[src/rtl/seq_divider.sv]
// Sequential signed divider: 16-bit dividend by 8-bit divisor, restoring algorithm,
// one quotient bit per clock, with divide-by-zero and quotient-overflow flags.
module seq_divider (
  input  logic        clk,
  input  logic        rst,
  input  logic        start,
  input  logic [15:0] N,
  input  logic [7:0]  D,
  output logic        busy,
  output logic        valid,
  output logic [15:0] Q,
  output logic [7:0]  R,
  output logic        dbz,
  output logic        ovf
);

  typedef enum logic [1:0] {StIdle, StCalc, StFix} state_e;

  state_e      state_q, state_d;
  logic [3:0]  count_q, count_d;
  logic [16:0] rem_q, rem_d;
  logic [15:0] dvd_q, dvd_d;   // |N| shifting out, quotient bits shifting in
  logic [7:0]  dsr_q, dsr_d;
  logic        neg_q_q, neg_q_d;
  logic        neg_r_q, neg_r_d;
  logic        dz_q, dz_d;
  logic        busy_q, busy_d;
  logic        valid_q, valid_d;
  logic [15:0] q_q, q_d;
  logic [7:0]  r_q, r_d;
  logic        dbz_q, dbz_d;
  logic        ovf_q, ovf_d;

  logic [16:0] n_ext, n_abs;
  logic [8:0]  d_ext, d_abs;
  logic [16:0] rem_sh, trial;

  // 17-bit magnitudes so that |-32768| is represented exactly.
  assign n_ext  = {N[15], N};
  assign n_abs  = n_ext[16] ? -n_ext : n_ext;
  assign d_ext  = {D[7], D};
  assign d_abs  = d_ext[8] ? -d_ext : d_ext;
  assign rem_sh = {rem_q[15:0], dvd_q[15]};
  assign trial  = rem_sh - {9'd0, dsr_q};

  always_comb begin
    state_d = state_q;
    count_d = count_q;
    rem_d   = rem_q;
    dvd_d   = dvd_q;
    dsr_d   = dsr_q;
    neg_q_d = neg_q_q;
    neg_r_d = neg_r_q;
    dz_d    = dz_q;
    busy_d  = busy_q;
    valid_d = 1'b0;
    q_d     = q_q;
    r_d     = r_q;
    dbz_d   = dbz_q;
    ovf_d   = ovf_q;
    unique case (state_q)
      StIdle: begin
        if (start) begin
          neg_q_d = N[15] ^ D[7];
          neg_r_d = N[15];
          rem_d   = '0;
          count_d = '0;
          busy_d  = 1'b1;
          dsr_d   = d_abs[7:0];
          if (D == 8'd0) begin
            // Raw N is kept so its low byte can be returned as the remainder.
            dz_d    = 1'b1;
            dvd_d   = N;
            state_d = StFix;
          end else begin
            dz_d    = 1'b0;
            dvd_d   = n_abs[15:0];
            state_d = StCalc;
          end
        end
      end
      StCalc: begin
        rem_d   = trial[16] ? rem_sh : trial;
        dvd_d   = {dvd_q[14:0], ~trial[16]};
        count_d = count_q + 4'd1;
        if (count_q == 4'd15) state_d = StFix;
      end
      StFix: begin
        valid_d = 1'b1;
        busy_d  = 1'b0;
        state_d = StIdle;
        if (dz_q) begin
          q_d   = neg_r_q ? 16'h8000 : 16'h7FFF;
          r_d   = dvd_q[7:0];
          dbz_d = 1'b1;
          ovf_d = 1'b0;
        end else if (!neg_q_q && dvd_q[15]) begin
          // Only -32768 / -1 yields a positive magnitude of 32768.
          q_d   = 16'h7FFF;
          r_d   = 8'd0;
          dbz_d = 1'b0;
          ovf_d = 1'b1;
        end else begin
          q_d   = neg_q_q ? -dvd_q : dvd_q;
          r_d   = neg_r_q ? -rem_q[7:0] : rem_q[7:0];
          dbz_d = 1'b0;
          ovf_d = 1'b0;
        end
      end
      default: state_d = StIdle;
    endcase
  end

  always_ff @(posedge clk or negedge rst) begin
    if (!rst) begin
      state_q <= StIdle;
      count_q <= '0;
      rem_q   <= '0;
      dvd_q   <= '0;
      dsr_q   <= '0;
      neg_q_q <= 1'b0;
      neg_r_q <= 1'b0;
      dz_q    <= 1'b0;
      busy_q  <= 1'b0;
      valid_q <= 1'b0;
      q_q     <= '0;
      r_q     <= '0;
      dbz_q   <= 1'b0;
      ovf_q   <= 1'b0;
    end else begin
      state_q <= state_d;
      count_q <= count_d;
      rem_q   <= rem_d;
      dvd_q   <= dvd_d;
      dsr_q   <= dsr_d;
      neg_q_q <= neg_q_d;
      neg_r_q <= neg_r_d;
      dz_q    <= dz_d;
      busy_q  <= busy_d;
      valid_q <= valid_d;
      q_q     <= q_d;
      r_q     <= r_d;
      dbz_q   <= dbz_d;
      ovf_q   <= ovf_d;
    end
  end

  assign busy  = busy_q;
  assign valid = valid_q;
  assign Q     = q_q;
  assign R     = r_q;
  assign dbz   = dbz_q;
  assign ovf   = ovf_q;

endmodule

[config.mk]
export PLATFORM = sky130hd
export DESIGN_NAME = seq_divider
export DESIGN_NICKNAME = d
export VERILOG_FILES = /design/src/rtl/seq_divider.sv
export SDC_FILE = /design/constraint.sdc
export NUM_CORES = 1
export LEC_CHECK = 0
export BUFFER_PORTS_ARGS = -buffer_cell sky130_fd_sc_hd__buf_2
export CORE_ASPECT_RATIO = 1.2
export CORE_UTILIZATION = 50
export CTS_BUF_LIST = sky130_fd_sc_hd__clkbuf_4
export DETAILED_ROUTE_END_ITERATION = 16
export PLACE_DENSITY = 0.72
export SLEW_MARGIN = 20
export SYNTH_ARGS = -nofsm -noshare
export SYNTH_HDL_FRONTEND = slang
export SYNTH_SLANG_ARGS = --single-unit
[constraint.sdc]
create_clock -name clk -period 2.7 [get_ports clk]
set_input_delay 0.27 -clock clk [delete_from_list [all_inputs] [get_ports clk]]
set_output_delay 0.27 -clock clk [all_outputs]
set_load 0.005 [all_outputs]
==> summary.md <==
| Metric | Value |
|---|---|
| Seq cells post-synth | `77` |
| Via/cell ratio | `~6` |
| Worst-Margin Slew | `just under 1 ns` |
| Startpoint class of the critical path | `register` |
| Synth top area share | `between 30% and 40%` |
| P&R area growth vs syn | `11.7%` |
| Hold_buf cts | `0` |
| HPWL after detailed placement | `about 9000 um` |
| # setup viols final | `0` |
| Vias in the first global route | `between 3000 and 4000` |
| Clock Skews | `0.00898 ns` |
| Port Buffer Count | `54` |
| First-pass GRT wire length | `~19000 um` |
| Syn nets | `604` |
| Total core area | `0.00952 mm^2` |
| Filler cells | `about 880` |
| Clock Tree Root | `clkbuf_4` |
| RR Startpoint | `rem_q[1]` |
| Final hold vios | `23` |
| Drt drc | `0` |
| Gpl congestion | `0.916` |
| DRT iter0 DRCs | `between 300 and 400` |
| Initial core utilization | `51.4%` |
| CTS tree | `yes` |
| Worst slew margin | `between 30% and 40%` |
| Final TNS setup | `0 ns` |
| Worst EP arrival | `2.80 ns` |
| CTS clk-pin slew, worst paths | `about 0.11 ns` |
| Postcts setup bufs | `0` |
| WL/cell | `~16 um` |
| Number of flops mapped to enable cells by yosys | `0` |
| Global route total overflow | `0` |
| # IOs | `55` |
| Layout Nets | `between 600 and 700` |
| Failing checks | `negative hold slack` |
| Worst skew pair latency | `0.42 ns` |
| Clock Sinks | `77` |
| Ys async rst share | `100%` |
| ANT nets after route | `0` |
| Critical path origin | `rem_q[1]` |
| H-tree levels | `3` |
| DR pass1 iterations | `5` |
| Synthesized cell area | `~0.005 mm^2` |
| Tmin final | `around 2.5 ns` |
| Maximum vdd drop | `roughly 500 uV` |
| Worst-case clock buffer depth | `2` |
| Static leakage | `between 2 and 2.5 nW` |
| N_diodes | `0` |
| Total wire length | `~12000 um` |
| Seq/Total Area, Yosys | `about two fifths` |
| PostCTS Resize Cnt | `0` |
| Crit end category | `register` |
| Total CTS buffers | `9` |
| GR Util All Layers | `24.1%` |
| Post-synthesis cell count | `between 500 and 600` |
| Fin Hold WS | `-0.0272 ns` |
| Routed vias | `approximately 4400` |
| Overall Power | `6.78 mW` |
| Largest net degree at the start of global routing | `between 70 and 80` |
| Fmax | `about 400 MHz` |
| Layout cell share with drive strength beyond 1 | `17.4%` |
| Most frequent cell after synthesis | `dfrtp_1` |
| Top cells by area, synth | `dfrtp_1, xnor2_1, o21ai_0, nor2_1, nand2_1` |
| Critical Path RT | `2.98 ns` |
| Max-slew violation count | `0` |
| Max-cap violations | `0` |
| Syn Area/Cell | `8.69 um^2` |
| Die Ht | `roughly 110 um` |
| Status | `finished, violations left` |
| Initial antenna violation count | `0` |
| FP Rows | `39` |
| Commonest cells post-synth | `dfrtp_1, nor2_1, nand2_1` |
| Post-synth top area cell | `dfrtp_1` |
| Kind of critical path | `reg2reg` |
| Yosys cell types | `68` |
| Synth Warn # | `0` |
| Unrepaired setup endpoints after global routing | `no` |
| DIE AREA | `roughly 0.01 mm^2` |
| Ys flop type | `dfrtp_1` |
| Die width | `~92 um` |
| Min-delay worst type | `in2async` |
| Power Density | `between 1000 and 1500 mW/mm^2` |
| Final Cycle Share | `93.3%` |
| CP Max Fanout | `6` |
power breakdown:
group / switching, mW / internal [mW]
clock: 0.383 / 0.260
combinational: 2.18 / 1.76
sequential: 0.510 / 1.68
state kept, by name, summed over array words and instances, names as in the netlist:
signal   cells
valid        1
R            8
dvd_q       16
rem_q       16
ovf          1
count_q      4
dz_q         1
state_q      2
dsr_q        8
neg_r_q      1
dbz          1
busy         1
neg_q_q      1
Q           16
cell usage in the layout (no fill, tap or decap), types with 8 or more instances in the layout:
| master | Yosys | layout |
|---|---|---|
| nor3_1 | 23 | 22 |
| nor2_1 | 59 | 58 |
| a221oi_1 | 9 | 9 |
| o22a_1 | 12 | 12 |
| a21oi_1 | 19 | 19 |
| clkbuf_4 | 0 | 9 |
| a31oi_1 | 9 | 9 |
| nand2_1 | 53 | 53 |
| xor2_1 | 8 | 8 |
| buf_4 | 0 | 24 |
| ha_1 | 13 | 13 |
| buf_2 | 0 | 53 |
| xnor2_1 | 29 | 29 |
| o21ai_0 | 47 | 47 |
| inv_1 | 26 | 26 |
| nand3_1 | 13 | 13 |
| a22oi_1 | 14 | 14 |
| dfrtp_1 | 77 | 77 |
area by class of cell:
class | count | area [um^2] | share of cell area (%)
Clock buffer | 9 | 67.6 | 1.24
Clock inverter | 4 | 42.5 | 0.779
Inverter | 26 | 97.6 | 1.79
Multi-Input combinational cell | 421 | 2730 | 49.9
Sequential cell | 77 | 1930 | 35.3
Tap cell | 123 | 154 | 2.82
Timing Repair Buffer | 77 | 445 | 8.16
per-layer routing:
layer | up-vias | global-route usage (%) | routed length, um
met1 | 2098 | 31.5 | 5500
met3 | 19 | 3.43 | 516
li1 | 2149 | - | -
met2 | 145 | 39.4 | 5700
met4 | 0 | 11.8 | 256
met5 | - | 0 | 0
worst paths after layout:
kind                             end  slack (ns)  depth (start not counted)
max                        rem_q[12]        0.18                          8
min                             R[3]       -0.03                          1
max reg2reg                rem_q[12]        0.18                          8
min reg2reg                      dbz        0.50                          2
max in group asynchronous   dsr_q[7]        2.09                          1
min in group clk             neg_r_q        0.12                          3
per-stage QoR:
stage	worst slack, ns	area [um^2]	instances	util [%]
floorplan	0.0640	4890	563	-
global placement	0.204	5330	724	56.1
detailed placement	0.103	5330	724	56.1
CTS	0.112	5440	737	57.2
global route	0.0268	5460	737	57.4
finish	0.180	5460	737	57.4
worst max-delay path, cell delays in order (launching register included):
cell	delay [ns]
dfrtp_1	0.46
ha_1	0.37
nor2b_1	0.16
o31a_1	0.31
o311a_4	0.37
buf_4	0.15
nor4_1	0.31
xnor2_1	0.15
o21ai_0	0.08
cell families (layout without fill, tap and decap cells):
family / after synthesis / after routing / synth area share, %
buf+inv: 65 / 116 / 5.30
simple gates: 197 / 197 / 20.0
flops: 77 / 77 / 39.4
fa+ha+maj: 14 / 14 / 3.74
xor+xnor: 37 / 37 / 6.63
compound gates: 168 / 168 / 23.9
mux: 5 / 5 / 1.02
Power figures use the tool's default switching activity.
